===== src/rtl/miriscv_lsu.sv =====
// miriscv_lsu: load-store unit bridging the execute stage to the RAM data port.
// Two-state FSM: IDLE issues the access and stalls, WAIT returns the extended load data.
module miriscv_lsu (
    input  logic        clk_i,
    input  logic        rst_i,
    input  logic        lsu_req_i,
    input  logic        lsu_we_i,
    input  logic [2:0]  lsu_size_i,
    input  logic [31:0] lsu_addr_i,
    input  logic [31:0] lsu_data_i,
    output logic [31:0] lsu_data_o,
    output logic        lsu_stall_req_o,
    output logic        lsu_misalign_o,
    output logic        lsu_illegal_o,
    output logic        data_req_o,
    output logic        data_we_o,
    output logic [3:0]  data_be_o,
    output logic [31:0] data_addr_o,
    output logic [31:0] data_wdata_o,
    input  logic [31:0] data_rdata_i
);
    localparam logic [0:0] IDLE = 1'b0;
    localparam logic [0:0] WAIT = 1'b1;

    logic [0:0]  state_q, state_d;
    logic [1:0]  off_q, size_q;
    logic        uns_q, we_q;
    logic        is_idle, illegal, misalign, issue;
    logic [7:0]  byte_v;
    logic [15:0] half_v;
    logic [31:0] ext_v;

    always_comb begin
        is_idle  = (state_q == IDLE) && !rst_i;
        illegal  = lsu_we_i ? (lsu_size_i[2] || lsu_size_i[1:0] == 2'b11)
                            : (lsu_size_i == 3'b011 || lsu_size_i[2:1] == 2'b11);
        misalign = (lsu_size_i[1:0] == 2'b01 && lsu_addr_i[0]) ||
                   (lsu_size_i[1:0] == 2'b10 && lsu_addr_i[1:0] != 2'b00);
        issue    = is_idle && lsu_req_i && !illegal && !misalign;
        state_d  = issue ? WAIT : IDLE;
        lsu_illegal_o   = is_idle && lsu_req_i && illegal;
        lsu_misalign_o  = is_idle && lsu_req_i && !illegal && misalign;
        lsu_stall_req_o = issue;
        data_req_o      = issue;
        data_we_o       = issue && lsu_we_i;
        data_addr_o     = issue ? {lsu_addr_i[31:2], 2'b00} : 32'd0;
        data_be_o       = !(issue && lsu_we_i) ? 4'b0000 :
                          lsu_size_i[1:0] == 2'b00 ? 4'b0001 << lsu_addr_i[1:0] :
                          lsu_size_i[1:0] == 2'b01 ? 4'b0011 << lsu_addr_i[1:0] : 4'b1111;
        data_wdata_o    = !(issue && lsu_we_i) ? 32'd0 :
                          lsu_size_i[1:0] == 2'b00 ? {4{lsu_data_i[7:0]}} :
                          lsu_size_i[1:0] == 2'b01 ? {2{lsu_data_i[15:0]}} : lsu_data_i;
    end

    // The RAM presents the addressed word in WAIT; pick the lane by the captured offset.
    always_comb begin
        byte_v     = 8'(data_rdata_i >> {off_q, 3'b000});
        half_v     = off_q[1] ? data_rdata_i[31:16] : data_rdata_i[15:0];
        ext_v      = size_q == 2'b00 ? {{24{!uns_q && byte_v[7]}}, byte_v} :
                     size_q == 2'b01 ? {{16{!uns_q && half_v[15]}}, half_v} : data_rdata_i;
        lsu_data_o = (state_q == WAIT && !we_q && !rst_i) ? ext_v : 32'd0;
    end

    always_ff @(posedge clk_i) begin
        if (rst_i) begin
            state_q <= IDLE;
            off_q   <= 2'b00;
            size_q  <= 2'b00;
            uns_q   <= 1'b0;
            we_q    <= 1'b0;
        end else begin
            state_q <= state_d;
            if (issue) begin
                off_q  <= lsu_addr_i[1:0];
                size_q <= lsu_size_i[1:0];
                uns_q  <= lsu_size_i[2];
                we_q   <= lsu_we_i;
            end
        end
    end
endmodule

===== config.mk =====
export PLATFORM = sky130hd
export DESIGN_NAME = miriscv_lsu
export DESIGN_NICKNAME = d
export VERILOG_FILES = /design/src/rtl/miriscv_lsu.sv
export SDC_FILE = /design/constraint.sdc
export NUM_CORES = 1
export LEC_CHECK = 0
export ABC_CLOCK_PERIOD_IN_PS = 2100
export CAP_MARGIN = 20
export CORE_MARGIN = 3
export CORE_UTILIZATION = 27
export DETAILED_ROUTE_END_ITERATION = 7
export PLACE_DENSITY = 0.86
export SYNTH_ARGS = -nofsm -noshare
export SYNTH_HDL_FRONTEND = slang
export SYNTH_SLANG_ARGS = --single-unit

===== constraint.sdc =====
create_clock -name clk_i -period 2.1 [get_ports clk_i]
set_input_delay 0.42 -clock clk_i [delete_from_list [all_inputs] [get_ports clk_i]]
set_output_delay 0.42 -clock clk_i [all_outputs]
set_load 0.01 [all_outputs]

==> impl_results.md <==
- Status: finished with violations
- Failing checks: negative setup slack
- I/O Buffers: just over 200
- CTS max path bufs: 2
- Hold Crit Class: input port to flop
- Switch share: 36.9%
- Critical path arrival: between 1.5 and 2 ns
- Fill count: between 500 and 600
- Critical path launch point type: input port
- Synthesized area: between 2000 and 2500 um2
- Main combinational cell family by area after synthesis: simple AND/OR/NAND/NOR gates
- Post-layout nets: 697
- Pre-CTS WS: -0.875 ns
- Cell depth of the worst hold path: 2
- Register share of total power: 12.2%
- DR DRC count: 0
- Synthesized instance count: a little over 300
- Switch Pwr: about 0.44 mW
- Top Usage Layer GRT: met2
- Worst skew pair latency: 0.23 ns
- Drt via density: around 5.3
- Fin. Hold Viols: 0
- Detailed-route wire length per cell: about 19 um
- Met1 Track Usage GR: between 20% and 30%
- Post-DP HPWL: approximately 8600 um
- Antenna violations before repair: 0
- Fraction of layout cells with a size suffix above 1: 54.7%
- Synth cell count leaders: nor2_1, a21oi_1, and2_1
- Clk_skew: between 0.0015 and 0.002 ns
- Non-filler instance count after layout: 685
- Synth warn: 0
- Die height: approximately 93 um
- Synth area leaders: mux2i_1, and2_1, nor2_1
- Worst Min Path Start: lsu_size_i[2]
- Post-synthesis mux area share: between 20 and 25%
- GRT overflow: 0
- Core ar.: about 7000 um2
- Reg2reg start: state_q$_SDFF_PP0_
- Pint: between 0.7 and 0.8 mW
- Max rail drop VDD: approximately 0.16 mV
- Die ar.: roughly 8600 um2
- First-pass GRT wire length: roughly 18000 um
- FF-to-FF End: size_q[0]$_SDFFE_PP0N_
- #FFs+latches synth: 7
- Post-synthesis sequential area ratio: just under 7%
- Hold Crit Endpoint: uns_q$_SDFFE_PP0N_
- Max-Cap Viols: 0
- Clock power frac: between 10% and 20%
- R2R Setup Slk: roughly 0.29 ns
- Max FO, Critical Path: 5
- Most frequent cell after synthesis: nor2_1
- Number of CTS-inserted buffers: 3
- RSZ-0062 raised after global routing: yes
- Synth Area in Compound Gates: between 20% and 30%
- Yosys top cell by area: mux2i_1
- Area growth, synth to finish: 149%
- Clk pin slew, worst setup/hold paths: 0.04 ns
- Hold slack: ~0.47 ns
- Met3 Usage GRT: 5.44%
- Crit. End Element: output port
- Design area: around 5000 um2
- Top cell type's share of synthesized area: 10.9%
- Max Fclk: between 400 and 500 MHz
- Die Width: a little over 90 um
- Multi-input gate area: 1990 um2
- Cell leakage power: 2.52 nW
- Setup TNS: -5.14 ns
- I/O pin cnt: 208
- Worst R2R Path Depth: 8
- Pre-antenna DRT Iters: 5
- Met2 usage: around half
- Reg area: around 150 um2
- Initial drt markers: 347
- Synthesized area per cell: ~6.6 um2
- Post-synthesis xor/xnor area fraction: 0%
- Vias in the first global route: approximately 3600
- Largest net degree at the start of global routing: 29
- GRT Overall Usage: a little over a quarter
- Asr flop ratio synth: 0%
- Diode count: 0
- Post-synthesis simple-gate area fraction: 32.4%
- Synth cell types: 38
- Combinational share of power: 72.0%
- Cell Pwr Density: about 240 nW/um2
- CTS tree: yes
- Final core utilization: just over 70%
- Dpl cell area: approximately 4500 um2
- Overall power: about 1.2 mW
- Row count: 30
- Starting Density: between 20% and 30%
- Crit Path Class: input port to output port
- Final setup fails: roughly 90
- Total Wirelength: between 10000 and 15000 um
- Tcrit/Tclk final: 109%
- Clk sinks: 7
- H-tree Lvls: 1
- Post-synth EDFFs: 0
- Min Tclk post-route: approximately 2.3 ns
- Post-route setup slack: -0.198 ns
- Post-route ant nets: 0
- Data required, critical path: around 1.7 ns
- Main synth FF type: dfxtp_1
- Area share of fa/ha/maj cells after synthesis: ~2.5%
- Post-CTS Hold Buffers: 0
- Clock root cell: clkbuf_8
- DR vias: roughly 3600
- Slew Viols, Final: 0
- Placed Instances: approximately 650
- Global placer's final weighted congestion: about 0.9
layout by cell type, fill, tap and decap left out, drive strengths merged, types with 10 or more instances in the layout:
cell type	Yosys	routed
nand2	21	21
inv	22	22
and2	30	30
clkdlybuf4s50	0	81
mux2i	22	22
nand2b	10	10
nor2	50	50
o21ai	10	10
a21oi	35	35
buf	14	206
area by class of cell:
| cell class | instances | area share, % |
|---|---|---|
| multi-input combinational | 251 | 39.4 |
| sequential | 7 | 2.92 |
| inverter | 22 | 1.64 |
| tap | 96 | 2.38 |
| clock buffer | 4 | 0.892 |
| timing repair buffer | 305 | 52.8 |
worst max path at each step:
stage / from / end / slack [ns] / cells after the start
final: data_rdata_i[7] / lsu_data_o[29] / -0.20 / 7
after global routing: off_q[0]$_SDFFE_PP0N_ / lsu_data_o[29] / -0.22 / 6
after CTS: off_q[0]$_SDFFE_PP0N_ / lsu_data_o[22] / -0.15 / 7
after detailed placement: data_rdata_i[31] / lsu_data_o[27] / -0.87 / 6
after global placement: data_rdata_i[31] / lsu_data_o[30] / -0.79 / 6
after floorplan: lsu_size_i[0] / data_addr_o[23] / -0.01 / 6
metal layers:
layer | vias to the layer above | wire (um) | share of wire [%]
met2 | 254 | 6690 | 52
met4 | 0 | 663 | 5.1
met3 | 67 | 1140 | 8.8
met1 | 1660 | 4490 | 35
met5 | - | 0 | 0
li1 | 1638 | - | -
flip-flops by register name (all words and copies together) (netlist names):
signal,count
uns_q,1
off_q,2
size_q,2
state_q,1
we_q,1
power by group through the flow:
stage	sequential, mW	combinational, mW	clock (mW)
finish	0.146	0.866	0.190
global route	0.147	0.913	0.202
CTS	0.146	0.788	0.193
detailed placement	0.148	0.715	0
global placement	0.147	0.695	0
floorplan	0.146	0.280	0
cell families (layout without fill, tap and decap cells):
group	after synthesis	in the layout
and+or+nand+nor	130	130
AOI/OAI and AO/OA	80	81
buffers and inverters	53	331
muxes	34	34
DFF	7	7
adders and majority gates	4	4
other	1	2
critical path, cell delays in order:
cell and delay [ns]:
clkdlybuf4s15_2 0.18, mux4_2 0.51, a21oi_4 0.19, a311o_2 0.24, buf_6 0.14, a21oi_2 0.03, buf_2 0.16
what timing repair did:
| action | 4_1_cts | 5_1_grt |
|---|---|---|
| cloned | 6 | 2 |
| resized for setup | 555 | 82 |
| buffers inserted | 26 | 6 |
| endpoints found under the setup margin | 106 | 106 |
| endpoints found under the hold margin | 0 | 0 |
| pin swaps | 30 | 28 |
Power figures use the tool's default switching activity.
